### src/rtl/wb_trace_monitor.sv
// wb_trace_monitor: captures register-file and data-memory write events
// from a processor core into a circular FIFO and presents them one at a
// time on a valid/ready trace port. Events that find no room are counted
// in a saturating drop counter and flagged by a sticky overflow bit.
module wb_trace_monitor #(
    parameter int DEPTH = 8
) (
    input  logic        clk,
    input  logic        reset,
    input  logic [31:0] pc,
    input  logic        grf_we,
    input  logic [4:0]  grf_addr,
    input  logic [31:0] grf_wdata,
    input  logic        dm_we,
    input  logic [31:0] dm_addr,
    input  logic [31:0] dm_wdata,
    input  logic        trace_ready,
    input  logic        clr_ovf,
    output logic        trace_valid,
    output logic        trace_kind,
    output logic [31:0] trace_pc,
    output logic [31:0] trace_addr,
    output logic [31:0] trace_data,
    output logic        overflow,
    output logic [15:0] drop_count
);

    localparam int AW = $clog2(DEPTH);
    localparam int CW = AW + 1;
    localparam int EW = 97;  // {kind, pc, addr, data}
    localparam logic [CW-1:0] LP_DEPTH = CW'(DEPTH);

    logic [EW-1:0] r_mem [DEPTH];
    logic [AW-1:0] r_wptr;
    logic [AW-1:0] r_rptr;
    logic [CW-1:0] r_count;
    logic          r_overflow;
    logic [15:0]   r_drop_count;

    logic          w_grf_ev;
    logic          w_dm_ev;
    logic          w_pop;
    logic [CW-1:0] w_free;
    logic          w_grf_acc;
    logic          w_dm_acc;
    logic [1:0]    w_n_acc;
    logic [1:0]    w_n_drop;
    logic [AW-1:0] w_dm_wptr;
    logic [EW-1:0] w_grf_entry;
    logic [EW-1:0] w_dm_entry;
    logic [EW-1:0] w_head;

    // Add up to two dropped events to the counter, pinning at all-ones.
    function automatic logic [15:0] sat_add(input logic [15:0] a, input logic [1:0] b);
        logic [16:0] s;
        s = {1'b0, a} + {15'b0, b};
        return s[16] ? 16'hFFFF : s[15:0];
    endfunction

    // Event decode and admission: a pop this cycle frees a slot for a push,
    // GRF is admitted before DM so DM is the first to be dropped.
    always_comb begin
        w_grf_ev    = grf_we && (grf_addr != 5'd0);
        w_dm_ev     = dm_we;
        w_pop       = (r_count != '0) && trace_ready;
        w_free      = LP_DEPTH - r_count + {{AW{1'b0}}, w_pop};
        w_grf_acc   = w_grf_ev && (w_free != '0);
        w_dm_acc    = w_dm_ev && (w_grf_acc ? (w_free >= CW'(2)) : (w_free != '0));
        w_n_acc     = {1'b0, w_grf_acc} + {1'b0, w_dm_acc};
        w_n_drop    = ({1'b0, w_grf_ev} + {1'b0, w_dm_ev}) - w_n_acc;
        w_dm_wptr   = r_wptr + {{(AW-1){1'b0}}, w_grf_acc};
        w_grf_entry = {1'b0, pc, 27'd0, grf_addr, grf_wdata};
        w_dm_entry  = {1'b1, pc, dm_addr, dm_wdata};
    end

    // Entry storage; GRF lands at the write pointer, DM right behind it.
    always_ff @(posedge clk) begin
        if (w_grf_acc) r_mem[r_wptr]    <= w_grf_entry;
        if (w_dm_acc)  r_mem[w_dm_wptr] <= w_dm_entry;
    end

    // Pointers, occupancy and overflow bookkeeping.
    always_ff @(posedge clk or negedge reset) begin
        if (!reset) begin
            r_wptr       <= '0;
            r_rptr       <= '0;
            r_count      <= '0;
            r_overflow   <= 1'b0;
            r_drop_count <= 16'd0;
        end else begin
            r_wptr  <= r_wptr + AW'(w_n_acc);
            r_rptr  <= r_rptr + {{(AW-1){1'b0}}, w_pop};
            r_count <= r_count + CW'(w_n_acc) - CW'(w_pop);
            if (w_n_drop != 2'd0) begin
                // A drop in the same cycle as a clear wins over the clear.
                r_overflow   <= 1'b1;
                r_drop_count <= clr_ovf ? {14'd0, w_n_drop} : sat_add(r_drop_count, w_n_drop);
            end else if (clr_ovf) begin
                r_overflow   <= 1'b0;
                r_drop_count <= 16'd0;
            end
        end
    end

    // Head presentation: fields are forced to zero whenever the FIFO is empty.
    always_comb begin
        w_head      = r_mem[r_rptr];
        trace_valid = (r_count != '0);
        {trace_kind, trace_pc, trace_addr, trace_data} = trace_valid ? w_head : '0;
        overflow    = r_overflow;
        drop_count  = r_drop_count;
    end

endmodule

### config.mk
export PLATFORM = sky130hd
export DESIGN_NAME = wb_trace_monitor
export DESIGN_NICKNAME = d
export VERILOG_FILES = /design/src/rtl/wb_trace_monitor.sv
export SDC_FILE = /design/constraint.sdc
export NUM_CORES = 1
export LEC_CHECK = 0
export BUFFER_PORTS_ARGS = -buffer_cell sky130_fd_sc_hd__buf_4
export CAP_MARGIN = 5
export CELL_PAD_IN_SITES_DETAIL_PLACEMENT = 1
export CELL_PAD_IN_SITES_GLOBAL_PLACEMENT = 1
export CORE_MARGIN = 2
export CORE_UTILIZATION = 55
export DETAILED_ROUTE_END_ITERATION = 10
export PLACE_DENSITY_LB_ADDON = 0.1
export RECOVER_POWER = 100
export SETUP_SLACK_MARGIN = 0.4
export SYNTH_ARGS = -nofsm -noshare
export SYNTH_HDL_FRONTEND = slang
export SYNTH_SLANG_ARGS = --single-unit
### constraint.sdc
create_clock -name clk -period 12.2 [get_ports clk]
set_clock_uncertainty 0.15 [all_clocks]
set_input_delay 1.83 -clock clk [delete_from_list [all_inputs] [get_ports clk]]
set_output_delay 1.83 -clock clk [all_outputs]
set_load 0.02 [all_outputs]
## Word level (Yosys, flattened, before mapping)

Memories as Yosys holds them, arrays and structs flattened.
Cells that the tools add are included.

| word-level totals | value |
|---|---|
| bits in registers | 27 |
| memory bits (writable) | 776 |
| bits of input ports | 139 |
| output and inout bits | 115 |
| word-level logic and storage cells | 39 |
| memories kept | 1 |

Memories:

| name | words | bits a word | read ports | clocked after memory_dff | wr ports | line | text |
|---|---|---|---|---|---|---|---|
| r_mem | 8 | 97 | 1 | 0 | 2 | 33 | `logic [EW-1:0] r_mem [DEPTH];` |

| cells by class | value |
|---|---|
| add/subtract/negate cells | 11 |
| order comparisons | 1 |
| mux-type cells | 12 |
| reductions and logical operators | 9 |

Operator list:

| cell | number |
|---|---|
| 97-bit two-way mux | 1 |
| 16-bit two-way mux | 4 |
| 16-bit by 2-bit adder with 17-bit output | 1 |
| 4-bit nonzero test | 2 |
| 1-bit two-way mux | 7 |
| 3-bit by 1-bit adder with 3-bit output | 2 |
| 5-bit nonzero test | 1 |
| 1-bit by 1-bit adder with 2-bit output | 2 |
| 4-bit by 1-bit adder with 4-bit output | 1 |
| 4-bit by 2-bit adder with 4-bit output | 1 |
| 4-bit by 2-bit greater-or-equal comparator with 1-bit output (second input constant) | 1 |
| 1-bit logical AND | 4 |
| 2-bit nonzero test | 2 |
| 4-bit by 1-bit subtractor with 4-bit output | 1 |
| 4-bit subtractor (first input constant) | 1 |
| 3-bit by 2-bit adder with 3-bit output | 1 |
| 2-bit subtractor | 1 |

## Longest topological paths before layout

| logic depth | value |
|---|---|
| depth after elaboration | 13 |
| mapped depth | 26 |
| gate-level depth less buffers | 21 |

## Worst setup path before layout

Ideal clock, no wire load.

| timing path | value |
|---|---|
| path kind | input-to-reg |
| start | input port trace_ready |
| end | memory r_mem[4][0] (enable) |
| library setup time | 0.458 ns |
| data arrival time | 6.255 ns |
| required time | 11.592 ns |
| path slack | 5.337 ns |
| stages | 14 |
| buffers on the path | 1 |
| cell sequence | nand2_1 ha_1 inv_1 ha_1 nand2b_1 o211ai_1 a31oi_1 ha_1 ha_1 nand2b_1 nor3_1 o21ai_0 clkbuf_1 nand2_1 |

RTL lines:

| what | line | text |
|---|---|---|
| start: declaration | 17 | `input logic trace_ready,` |
| end: declaration | 33 |  |

## Worst setup path in the final report

| timing path | value |
|---|---|
| start | register r_rptr[1] |
| end | output port trace_kind |

| between the ends | value |
|---|---|
| cells in the longest elaborated chain, start to end | 2 |

RTL lines:

| what | line | text |
|---|---|---|
| start: declaration | 35 | `logic [AW-1:0] r_rptr;` |
| start signal: assignment | 92 | `r_rptr <= r_rptr + {{(AW-1){1'b0}}, w_pop};` |
| memory 8 x 97 bit | n/a |  |
| 97-bit two-way mux | 109 | `{trace_kind, trace_pc, trace_addr, trace_data} = trace_valid ? w_head : '0;` |
| end: declaration | 20 | `output logic trace_kind,` |

No other way between the ends.

==> results.md <==
* Dpl hpwl at 69,150 um
* Die Area at ~76,000 um2
* Die Ht at 276.1 um
* CTS Buf Count at 86
* Pwr/cell area at 273.2 nW/um2
* Row count at 99
* Top cells by area, synth: edfxtp_1, mux4_2, a21boi_0
* Area Growth Syn to Fin at 11.22%
* Worst-case clock buffer depth at 3
* Clock transition at path regs at 0.06 ns
* Critical Path Fanout Max at ~150
* Syn Std Cell Area at 40,730 um2
* Total track usage at 0.3335
* Area after DPL at 43,250 um2
* Gpl congestion at 0.8474
* Worst setup SP type: flop
* Core area at 73,080 um2
* Final core utilization at 0.6199
* Routed length per instance at roughly 32 um
* Finished Cell Area at 45,300 um2
* Slew headroom at -1.997
* Largest net degree at the start of global routing at 146
* Die W at 276.1 um
* Crit path buffers/inverters at 2
* Post-synth top area share at 0.5662
* Hold WC Path Type: flop to flop
* Crit Path Category: flop to output pin
* Adder-cell share of the synthesized area at 0.007188
* Synth async-reset ratio at 0.03362
* Syn Nets at a little over 3k
* CP cell instances: clkbuf_2 > mux4_2 > mux2i_1 > nor2_1 > clkbuf_1
* CTS sink count at 803
* Post-CTS resize count at 0
* Maximum vdd ir drop at 0.0002258 V
* Final Setup Violations at 0
* CTS tree: built
* Synth Area in XOR/XNOR at 0.001505
* Number of synthesized flops with an enable pin at 768
* Worst path max stage delay at 3.41 ns
* Root Buffer: clkbuf_16
* Pre-antenna DRT Iters at 7
* Initial antenna violation count at 4
* Vias at ~28k
* Tmin final at 9.958 ns
* Post-CTS Setup Repair Bufs at 0
* #FFs+latches synth at between 800 and 900
* R2R setup slack at around 2.5 ns
* RSZ-0062 raised after global routing: no
* Fin. max-slew vios at 852
* Largest family of logic cells by synthesized area: multiplexers
* CP required at about 10 ns
* Mapped Cells at 2,883
* Global-route wire length before repair at just under 200,000 um
* Status: complete, but fails checks
* Starting Density at 0.5573
* Failing checks: capacitance limit, slew limit
* Syn_area_per_cell at roughly 14 um2
* WL final at 128,200 um
* Initial DRC count at 2,852
* H-tree depth at 3
* Vias in the first global route at 30.13k
* Worst hold margin at 0.3024 ns
* Port Buffers at 253
* Worst-Margin Slew at 4.496 ns
* Vias per cell at 6.874
* Compound-Gate Fraction of Synth Area at 0.1051
* Synth Area in Simple Gates at 0.09250
* Upper clock frequency limit at 0.1004 GHz
* Worst Path Arrival at 7.98 ns
* Gr ovfl total at 0
* Dominant register cell in the synthesized netlist: edfxtp_1
* I/O Pins at 254
* Max cap viols at 19
* YS warnings at 0
* Clk_lat worst skew at 0.63 ns
* Fill cells at roughly 7k
* Post-route ant nets at 0
* DRC Markers at 0
* Final period util at 0.8162
* Post-synthesis mux area share at 0.1754
* Yosys cell types at 55
* Final Hold Viols at 0
* Setup TNS at 0 ns
* Register area share after synthesis at 0.5867
* Hold-fix buffers, CTS at 0
* CP endpoint kind: output pin
* Layout cells sized above 1 at 0.2067
* Synth area leader: edfxtp_1
* P_leak at 16.67 nW
* Crit-path leading delay family: buffers and inverters
* CP max stage cell: clkbuf_2
* Final net count at between 3k and 4k
-- sequential cells by signal, indices dropped and copies added (netlist names) --
signal,count
drop_count,16
overflow,1
r_count,4
r_mem,776
r_rptr,3
r_wptr,3
-- power by group --
group	switching [mW]	internal [mW]	leakage (nW)	total (mW)
registers	0.311	4.07	8.25	4.38
logic	3.68	1.72	7.09	5.40
clock network	1.11	1.48	1.34	2.59
-- Yosys cell counts (3+ instances only) --
cell and n:
a211oi_1 4, a21boi_0 256, a21o_1 11, a21oi_1 6, a311oi_1 4, a31oi_1 6, and2_1 217, and3_1 151
buf_1 34, buf_2 24, buf_4 11, buf_6 5, clkbuf_1 205, clkbuf_2 8, dfrtp_1 27, dfxtp_1 8
edfxtp_1 768, fa_1 4, ha_1 17, inv_1 23, mux2_2 110, mux2_4 37, mux2i_1 97, mux4_2 194
nand2_1 21, nand2b_1 3, nand3_1 152, nor2_1 117, nor3_1 14, o211a_1 4, o211ai_1 151, o211ai_2 4
o21a_1 4, o21ai_0 147, o21ai_1 7, xnor2_1 4, xor2_1 3
-- metal layers --
metal  vias to the layer above  global-route usage  share of wire
li1                      11463                   -              -
met1                     14494              0.4224           0.38
met2                      1383              0.5734           0.51
met3                       286             0.05383          0.074
met4                         2              0.1400          0.038
met5                         -                   0       0.000070
-- final timing paths --
check | end | cells after the start | startpoint
min reg2reg | r_mem[7][96]$_SDFFE_PP1P_ | 1 | r_mem[7][96]$_SDFFE_PP1P_
max in group asynchronous | r_rptr[0]$_DFF_PN0_ | 1 | reset
max reg2reg | r_mem[4][7]$_DFFE_PP_ | 18 | r_count[2]$_DFF_PN0_
min in group asynchronous | drop_count[13]$_DFFE_PN0P_ | 1 | reset
min | r_mem[7][96]$_SDFFE_PP1P_ | 1 | r_mem[7][96]$_SDFFE_PP1P_
max | trace_kind | 5 | r_rptr[1]$_DFF_PN0_
-- kinds of logic (layout without fill, tap and decap cells) --
| family | after synthesis | after routing |
|---|---|---|
| buffers and inverters | 311 | 486 |
| and+or+nand+nor | 688 | 688 |
| adders and majority gates | 21 | 21 |
| xor gates and xnor gates | 7 | 7 |
| muxes | 439 | 439 |
| DFF | 803 | 803 |
| AOI/OAI and AO/OA | 614 | 614 |
| other | 0 | 2 |
-- metrics by stage --
stage	setup slack, ns	total power [mW]	instances
after floorplan	5.337	7.849	2883
after global placement	4.651	9.746	3860
after detailed placement	4.335	9.931	3860
after CTS	4.700	12.54	4017
after global routing	2.051	12.82	4019
final	2.242	12.38	4019
-- cells in the final DEF (no fill, tap or decap), types with 37 or more instances in the layout --
cell,synthesis,layout
edfxtp_1,768,768
a21boi_0,256,256
mux4_2,194,194
buf_4,11,181
nand3_1,152,152
and3_1,151,151
o211ai_1,151,151
o21ai_0,147,148
clkbuf_1,205,144
and2_0,0,126
nor2_1,117,115
mux2_2,110,110
mux2i_1,97,97
and2_1,217,90
clkbuf_16,0,88
mux2_1,1,37
-- layout make-up --
| cell class | instances | area [um2] | share of cell area |
|---|---|---|---|
| Timing Repair Buffer | 305 | 1827 | 0.04032 |
| Inverter | 24 | 90.09 | 0.001989 |
| Clock inverter | 42 | 366.6 | 0.008092 |
| Sequential cell | 803 | 23910 | 0.5277 |
| Multi-Input combinational cell | 1769 | 15550 | 0.3434 |
| Clock buffer | 115 | 2354 | 0.05195 |
| Tap cell | 959 | 1200 | 0.02649 |
| Antenna cell | 2 | 5.005 | 0.0001105 |
Power figures use the tool's default switching activity.
